## config.mk

```make
export PLATFORM = sky130hd
export DESIGN_NAME = alu_arbiter
export DESIGN_NICKNAME = d
export VERILOG_FILES = /design/src/rtl/alu_arbiter.sv
export SDC_FILE = /design/constraint.sdc
export NUM_CORES = 1
export LEC_CHECK = 0
export CELL_PAD_IN_SITES_DETAIL_PLACEMENT = 0
export CELL_PAD_IN_SITES_GLOBAL_PLACEMENT = 1
export CORE_ASPECT_RATIO = 1.1
export CORE_UTILIZATION = 30
export CTS_CLUSTER_SIZE = 30
export DETAILED_ROUTE_END_ITERATION = 6
export PLACE_DENSITY_LB_ADDON = 0.1
export RECOVER_POWER = 100
export SYNTH_ARGS = -nofsm -noshare
export SYNTH_HDL_FRONTEND = slang
export SYNTH_SLANG_ARGS = --single-unit
```

## constraint.sdc

```tcl
create_clock -name clock -period 4.2 [get_ports clock]
set_input_delay 0.84 -clock clock [delete_from_list [all_inputs] [get_ports clock]]
set_output_delay 0.84 -clock clock [all_outputs]
set_load 0.005 [all_outputs]
```

## src/rtl/alu_arbiter.sv

```systemverilog
// rtl/alu_arbiter.sv - two-requester arbiter for one shared combinational ALU
// Define ALU_ARBITER_FIXED_PRIORITY_EN to make requester 0 always win ties.
module alu_arbiter (
  input  logic        clock,
  input  logic        reset,
  input  logic        req0_valid,
  output logic        req0_ready,
  input  logic [3:0]  req0_control,
  input  logic [31:0] req0_input1,
  input  logic [31:0] req0_input2,
  input  logic        req1_valid,
  output logic        req1_ready,
  input  logic [3:0]  req1_control,
  input  logic [31:0] req1_input1,
  input  logic [31:0] req1_input2,
  output logic [3:0]  ALUControl,
  output logic [31:0] input1,
  output logic [31:0] input2,
  input  logic [31:0] ALUOut,
  input  logic        zero,
  output logic        rsp_valid,
  input  logic        rsp_ready,
  output logic        rsp_id,
  output logic [31:0] rsp_result,
  output logic        rsp_zero,
  output logic        rsp_illegal
);

  typedef enum logic [1:0] {IDLE, ISSUE, HOLD} state_t;

  state_t state;
  logic   id_q;
  logic   window;
  logic   prefer0;
  logic   grant0;
  logic   grant1;
  logic   accept;

  function automatic logic is_illegal(input logic [3:0] code);
    case (code)
      4'b0000, 4'b0001, 4'b0010, 4'b0110, 4'b0111, 4'b1100: is_illegal = 1'b0;
      default:                                                is_illegal = 1'b1;
    endcase
  endfunction

`ifdef ALU_ARBITER_FIXED_PRIORITY_EN
  assign prefer0 = 1'b1;
`else
  // last_grant=1 means requester 1 won last time, so requester 0 wins the next tie
  logic last_grant;
  assign prefer0 = last_grant;
`endif

  assign window     = (state == IDLE) || ((state == HOLD) && rsp_ready);
  assign grant0     = req0_valid & (~req1_valid | prefer0);
  assign grant1     = req1_valid & (~req0_valid | ~prefer0);
  assign req0_ready = window & grant0;
  assign req1_ready = window & grant1;
  assign accept     = window & (req0_valid | req1_valid);

  always_ff @(posedge clock or negedge reset) begin
    if (!reset) begin
      state       <= IDLE;
      id_q        <= 1'b0;
      ALUControl  <= 4'd0;
      input1      <= 32'd0;
      input2      <= 32'd0;
      rsp_valid   <= 1'b0;
      rsp_id      <= 1'b0;
      rsp_result  <= 32'd0;
      rsp_zero    <= 1'b0;
      rsp_illegal <= 1'b0;
`ifndef ALU_ARBITER_FIXED_PRIORITY_EN
      last_grant  <= 1'b1;
`endif
    end else begin
      case (state)
        ISSUE: begin
          rsp_valid   <= 1'b1;
          rsp_id      <= id_q;
          rsp_result  <= ALUOut;
          rsp_zero    <= zero;
          rsp_illegal <= is_illegal(ALUControl);
          ALUControl  <= 4'd0;
          input1      <= 32'd0;
          input2      <= 32'd0;
          state       <= HOLD;
        end
        HOLD: begin
          if (rsp_ready) begin
            rsp_valid <= 1'b0;
            state     <= IDLE;
          end
        end
        default: state <= IDLE;
      endcase

      // acceptance only happens in IDLE or on the HOLD handshake, so it overrides the case above
      if (accept) begin
        state      <= ISSUE;
        id_q       <= grant1;
        ALUControl <= grant1 ? req1_control : req0_control;
        input1     <= grant1 ? req1_input1  : req0_input1;
        input2     <= grant1 ? req1_input2  : req0_input2;
`ifndef ALU_ARBITER_FIXED_PRIORITY_EN
        last_grant <= grant1;
`endif
      end
    end
  end

endmodule

```

; After elaboration in Yosys (flattened, before gate mapping)
; Index checks and enable logic that the tools add are counted.
[word_totals]
reg_bits = 108
word_cells = 53
out_inout_bits = 106
in_bits = 174
[op_classes]
bitwise = 11
muxes = 14
n_eq_ne = 9
n_reduce_logical = 8
[op_table]
columns = cell, count
row1 = 2-to-1 mux 32 bit, 5
row2 = 2-to-1 mux 4 bit, 3
row3 = "equality test 4 x 3 -> 1 bit, second input constant", 2
row4 = OR reduction 6 bit, 1
row5 = AND 1 bit, 5
row6 = "equality test 4 x 1 -> 1 bit, second input constant", 1
row7 = "equality test 4 x 2 -> 1 bit, second input constant", 1
row8 = "equality test 4 bit, second input constant", 1
row9 = logical NOT 4 bit, 1
row10 = 2-to-1 mux 2 bit, 2
row11 = one-hot mux 2 bit (2 select lines), 1
row12 = nonzero test 2 bit, 2
row13 = "!= test 3 bit, second input constant", 1
row14 = inverter 1 bit, 3
row15 = bitwise OR 1 bit, 3
row16 = "equality test 2 x 1 -> 1 bit, second input constant", 1
row17 = "equality test 2 bit, second input constant", 1
row18 = logical NOT 2 bit, 1
row19 = 2-to-1 mux 1 bit, 2
row20 = "!= test 2 bit, second input constant", 1
row21 = one-hot mux 1 bit (2 select lines), 1
row22 = AND reduction 2 bit, 1
row23 = logical AND 1 bit, 1
row24 = logical OR 1 bit, 1

; Longest topological paths before layout
; Gate-level depths: netlist of run 1.
[depth]
depth_word = 5
ltp_mapped = 6
ltp_nobuf = 3

; Worst setup path before layout of run 1
; OpenSTA, ideal clock, no wires.
[synth_timing]
path_type = input -> output
startpoint = input req1_valid
endpoint = output req1_ready
arrival_time_ns = 1.435
required_time_ns = 3.360
stages = 4
path_slack_ns = 1.925
path_cell_list = a21boi_2 buf_4 buf_8 and3_1
[synth_between]
elab_chain_cells = 2
[synth_lines]
columns = item, line
row1 = start: declaration, 11  ; input logic req1_valid,
row2 = AND 1 bit, 56  ; assign grant1 = req1_valid & (~req0_valid | ~prefer0);
row3 = AND 1 bit, 58  ; assign req1_ready = window & grant1;
row4 = end: declaration, 12  ; output logic req1_ready,
; No other way between the ends.

; Worst setup path after layout of run 1
; Same ends and word-level chain as after synthesis.

==> impl_results.md, run 1 <==
- Status: finished with violations
- Failing checks: design-rule violations, max-capacitance violations, max-slew violations
- Mean post-synth cell area: 12.56 um2
- Post-synth EDFFs: 0
- Seq pwr share: 0.367
- GRT Total Usage: 0.1695
- Clock transition at path regs: 70 ps
- Hold_buf cts: 0
- Syn Nets: 576
- Pwr/cell area: roughly 600 nW/um2
- Final setup TNS: 0 ps
- Die X: 125.7 um
- PostCTS Resize Cnt: 0
- Std-Cell Core Area: 16430 um2
- Total gr overflow: 0
- Final period utilization: 0.8073
- WL/cell: 16.49 um
- Clk pwr share: 0.169
- Worst Hold Launch: rsp_id
- Post-Syn Instances: ~400
- Row cnt: 49
- Synthesis Warnings: 0
- Non-filler cells, final: just under 900
- Dpl cell area: around 8000 um2
- Final ANT Viol Nets: 0
- Crit path kind: in -> out
- Combinational power share: 0.465
- Layout cells sized above 1: 0.08136
- CTS tree: yes
- First-pass DRT Iterations: 7
- Area of the die: roughly 17000 um2
- # clock sinks: around 110
- Post-layout net count: between 800 and 900
- DP Worst Slack: 1035 ps
- Ys flop type: dfrtp_1
- Placed cells: between 800 and 900
- Starting Density: 0.3073
- Synth Cell Area: between 5000 and 6000 um2
- CP arrival: 2550 ps
- Hold Path Stages: 2
- Int Power: 0.003309 W
- Worst r2r src: state[1]
- Critical path peak fanout: 4
- Finished Cell Area: 8212 um2
- Max Fclk: 294.9 MHz
- Classification of the worst-slack hold path: reg -> reg
- Crit end category: output pin
- FF-to-FF path depth: 3
- Core Util, Final: 0.4998
- Initial antenna violation count: 1
- RSZ-0062 raised after global routing: no
- Root buffer cell: clkbuf_16
- Actual slew at the worst max-slew pin: approximately 2100 ps
- Hpwl dp: about 11000 um
- Maxcap violations: 3
- P_leak: between 3 and 4 nW
- Final WS setup: roughly 810 ps
- Reg2Reg Capture Point: rsp_result[3]
- Post-CTS Setup Bufs: 0
- Slowest stage cell, crit path: dlygate4sd3_1
- Flop-to-flop setup slack: 990 ps
- CTS max path bufs: 2
- Distinct cells, synth: 23
- Peak VDD IR: 0.2632 mV
- Vias/cell: 4.583
- Hold worst-path end: rsp_id
- Total CTS buffers: 9
- Crit path time final: 3391 ps
- Clk_skew: 7.739 ps
- Max stage delay on crit path: 630 ps
- Die height: 138.1 um
- CP Launch Type: primary input
- First-pass GRT wire length: around 23000 um
- # H-tree levels: 3
- Largest net degree at the start of global routing: 73
- Layout area overhead: 62.65%
- Clock latency on the worst-skew pair: about 350 ps
- Most frequent cell on the critical path: dlygate4sd3_1
- CP Cell Sequence: dlygate4sd3_1, a21boi_0, and3_1, dlygate4sd3_1
- Switching share of total power: 0.3268
- Count of pins over their slew limit: about 150
- Register area share after synthesis: 0.5356
- Final setup fails: 0
- Net switching power figure: 0.001606 W
- Routed vias: 4033
- Number of global-route vias before repair: approximately 4300
- Async SR Flop Fraction: 1.000
- Req. time, crit path: 3360 ps
- Yosys reg bits: 108
- Diode count: 0
- Initial drt markers: 122
- Fin. Hold Viols: 0
- I/O pins: 280
- Final wirelength: 14510 um
- Max_slew headroom: -0.4271
- IO buf count: 279
- Final GP Congestion: 0.7324
- DRC Markers: 18
==> state kept, by name (all words and copies together), names as in the netlist <==
signal and cells:
ALUControl 4, id_q 1, input1 32, input2 32
last_grant 1, rsp_id 1, rsp_illegal 1, rsp_result 32
rsp_valid 1, rsp_zero 1, state 2
==> per-stage QoR <==
stage               power, W  hold WS (ps)
finish              0.004916         484.6
floorplan           0.002929         467.9
global placement    0.004301         468.8
global route        0.005269         525.4
detailed placement  0.004355         479.4
CTS                 0.005217         497.2
==> critical path, delay by kind of cell <==
| kind | cells | cell delay (ps) |
|---|---|---|
| buf+inv | 2 | 1220 |
| compound gates | 1 | 260 |
| simple gates | 1 | 220 |
==> layout by cell type (no fill, tap or decap), drive strengths merged, types with 2 or more instances in the layout <==
| cell type | n |
|---|---|
| mux2i | 136 |
| nand2b | 3 |
| nor2b | 2 |
| clkdlybuf4s50 | 170 |
| and3 | 2 |
| a31oi | 2 |
| clkinv | 2 |
| nor2 | 2 |
| inv | 7 |
| dfrtp | 107 |
| clkbuf | 14 |
| dlygate4sd3 | 108 |
| nand2 | 72 |
| a21oi | 2 |
| buf | 3 |
| o21ai | 2 |
| nor3 | 3 |
| mux2 | 33 |
==> logic make-up (layout without fill, tap and decap cells) <==
kind of cell | Yosys count | in the layout | share of synthesized area
AO/OA/AOI/OAI | 9 | 9 | 0.01165
buffers and inverters | 31 | 305 | 0.04114
flip-flops | 108 | 108 | 0.5356
multiplexers | 169 | 169 | 0.3432
AND/OR/NAND/NOR | 85 | 85 | 0.06840
==> cell type report <==
class	count	area (um2)
Fill cell	1506	8219
Timing Repair Buffer	286	2826
Sequential cell	108	2704
Multi-Input combinational cell	263	2133
Tap cell	204	255.2
Clock buffer	9	225.2
Clock inverter	7	56.30
Inverter	3	11.26
==> power groups by stage <==
stage | clock network [W] | logic (W) | registers (W)
floorplan | 0 | 0.00106 | 0.00187
global placement | 0 | 0.00247 | 0.00183
detailed placement | 0 | 0.00251 | 0.00185
CTS | 0.000862 | 0.00252 | 0.00184
global route | 0.000899 | 0.00249 | 0.00188
finish | 0.000828 | 0.00228 | 0.00180
==> how the worst max path moves through the flow <==
| stage | end | start | cells after the start | slack, ps |
|---|---|---|---|---|
| 6_report | req1_ready | req1_valid | 4 | 810 |
| 5_1_grt | input2[13] | rsp_ready | 5 | 660 |
| 4_1_cts | req1_ready | req1_valid | 4 | 1020 |
| 3_5_place_dp | input2[7] | req1_valid | 5 | 1040 |
| 3_3_place_gp | req1_ready | req1_valid | 4 | 1050 |
| 2_1_floorplan | req1_ready | req1_valid | 4 | 1920 |
==> synthesized netlist by cell type (all sizes together) (2+ instances only) <==
cell	instances	area [um2]
and3	2	12.51
nand2	72	270.3
o21ai	2	10.01
nor3	3	15.01
a31oi	2	12.51
nand2b	3	18.77
clkbuf	3	11.26
dfrtp	107	2678
nor2b	2	12.51
inv	3	11.26
mux2i	136	1361
nor2	2	7.510
buf	25	185.2
a21oi	2	10.01
mux2	33	371.6
==> layer usage <==
layer	GRT usage	vias up	routed length, um
met1	0.1907	1923	5733
li1	-	1927	-
met4	0.06547	2	241
met5	0	-	8
met2	0.2982	165	7244
met3	0.05224	16	1283
Power figures use the tool's default switching activity.
==> run 2: changes to the inputs <==
- CORE_UTILIZATION: 30 -> 26
- clock period: 4.2 -> 2.9 ns (I/O delays scaled with it)
==> impl_results.md, run 2 (synthesis gave the netlist of run 1 again) <==
- Status: finished with violations
- Failing checks: max-capacitance violations, max-slew violations
- IO buf count: 279 (unchanged)
- Layout cells sized above 1: 0.08567 (+0.004311)
- GRT Total Usage: 0.1507 (-0.01879)
- Crit path time final: 2676 ps
- Layout area overhead: 66.05%
- Starting Density: 0.2643 (-0.04292)
- Number of global-route vias before repair: 4271 (-0.90%)
- DRC Markers: 0 (-18)
- PostCTS Resize Cnt: 0 (unchanged)
- P_leak: 3.731 nW (+1.5%)
- Root buffer cell: clkbuf_16
- I/O pins: 280 (unchanged)
- Total CTS buffers: 9 (unchanged)
- Hpwl dp: 10880 um (+3.1%)
- CP Launch Type: primary input
- Crit end category: output pin
- Die height: 148.2 um (+7.3%)
- Classification of the worst-slack hold path: reg -> reg
- Final setup TNS: 0 ps (unchanged)
- Initial antenna violation count: 1 (unchanged)
- First-pass DRT Iterations: 4 (-3)
- Post-CTS Setup Bufs: 0 (unchanged)
- Clock transition at path regs: 70 ps (about the same)
- Initial drt markers: 92 (-25%)
- Fillers: 1775 (+18%)
- Hold_buf cts: 0 (unchanged)
- Pwr/cell area: 868.8 nW/um2 (+45%)
- Die X: 134.9 um (+7.3%)
- Clk_skew: 7.246 ps (-0.4925 ps)
- Diode count: 0 (unchanged)
- Area of the die: 19980 um2 (+15%)
- WL/cell: 16.26 um (-1.4%)
- Max_slew headroom: -0.3192 (+0.1079)
- Finished Cell Area: 8383 um2 (+2.1%)
- Top Registers: input1 (32), input2 (32), rsp_result (32)
- Clock latency on the worst-skew pair: 360 ps (about the same)
- Peak VDD IR: 0.3829 mV (+45%)
- Final period utilization: 0.9226
- Post-layout net count: 846 (+0.12%)
- Worst hold margin: 488.5 ps (+3.852 ps)
- CTS max path bufs: 2 (unchanged)
- Actual slew at the worst max-slew pin: 1979 ps (-161.8 ps)
- Std-Cell Core Area: 19100 um2 (+16%)
- Row cnt: 53 (+8.2%)
- CTS tree: yes
- # clock sinks: 108 (unchanged)
- Dpl cell area: 8107 um2 (+1.7%)
- Final GP Congestion: 0.7227 (-1.3%)
- # H-tree levels: 3 (unchanged)
- Req. time, crit path: 2320 ps (-1040 ps)
- Multi-input gate area: 2145 um2 (+0.53%)
- Overall power: 0.007283 W (+48%)
- Final setup fails: 0 (unchanged)
- Total gr overflow: 0 (unchanged)
- Vias/cell: 4.425 (-3.4%)
- Final ANT Viol Nets: 0 (unchanged)
- Count of pins over their slew limit: 67 (-56%)
- Final wirelength: 15020 um (+3.5%)
- Crit path kind: in -> out
- CP arrival: 2100 ps (-450 ps)
- First-pass GRT wire length: 22850 um (+0.21%)
- Routed vias: 4089 (+1.4%)
- Max Fclk: approximately 370 MHz
- RSZ-0062 raised after global routing: no
- Register area: 2704 um2 (unchanged)
- Commonest non-fill, non-tap cell in the layout: clkdlybuf4s50_1
- Maxcap violations: 2 (-1)
- Critical path peak fanout: 3 (-1)
- Largest net degree at the start of global routing: 69 (-5.5%)
- Leading cell types in the layout, fill and taps excluded: clkdlybuf4s50_1 (172), mux2i_1 (136), dfrtp_1 (107), dlygate4sd3_1 (106), nand2_1 (72)
- Fin. Hold Viols: 0 (unchanged)
## run 2: stage by stage
step,cells,setup WS (ps),utilization
2_1_floorplan,402,1145,-
4_1_cts,924,269.7,0.4408
3_5_place_dp,908,278.4,0.4245
5_1_grt,924,160.7,0.4389
6_report,924,224.4,0.4389
3_3_place_gp,908,305.8,0.4245
## run 2: area by class of cell
| class | instances | area share |
|---|---|---|
| Tap cell | 247 | 0.03687 |
| Sequential cell | 108 | 0.3225 |
| Inverter | 3 | 0.001343 |
| Timing Repair Buffer | 287 | 0.3463 |
| Multi-Input combinational cell | 263 | 0.2558 |
| Clock inverter | 6 | 0.008657 |
| Clock buffer | 10 | 0.02851 |
## run 2: final timing paths
| kind | from | endpoint | slack [ps] | cells past startpoint |
|---|---|---|---|---|
| max | rsp_ready | req0_ready | 220 | 5 |
| min | rsp_illegal | rsp_illegal | 490 | 2 |
| max reg2reg | state[1] | rsp_result[11] | 450 | 3 |
| min reg2reg | rsp_illegal | rsp_illegal | 490 | 2 |
| max in group asynchronous | reset | input2[2] | 700 | 2 |
| min in group asynchronous | reset | input2[11] | 770 | 1 |
## run 2: report_power, final
part	total, W	leakage [nW]	internal [W]	switching, W
combinational	0.00336	2.27	0.00198	0.00138
sequential	0.00262	1.31	0.00225	0.000377
clock	0.00130	0.155	0.000704	0.000601
total	0.00728	3.73	0.00493	0.00235
## run 2: layer usage
layer  track usage  wire [um]  up-vias  part of all wire
met5             0         13        -           0.00087
met1        0.1539       5616     1978              0.37
met2        0.2789       7802      161              0.52
li1              -          -     1928                 -
met4       0.06573        323        2             0.021
met3       0.04806       1267       20             0.084
## run 2: worst max-delay path: stages
cell,delay [ps]
dlygate4sd3_1,560
nor2b_1,150
nor2_1,70
and3_1,160
dlygate4sd3_1,570
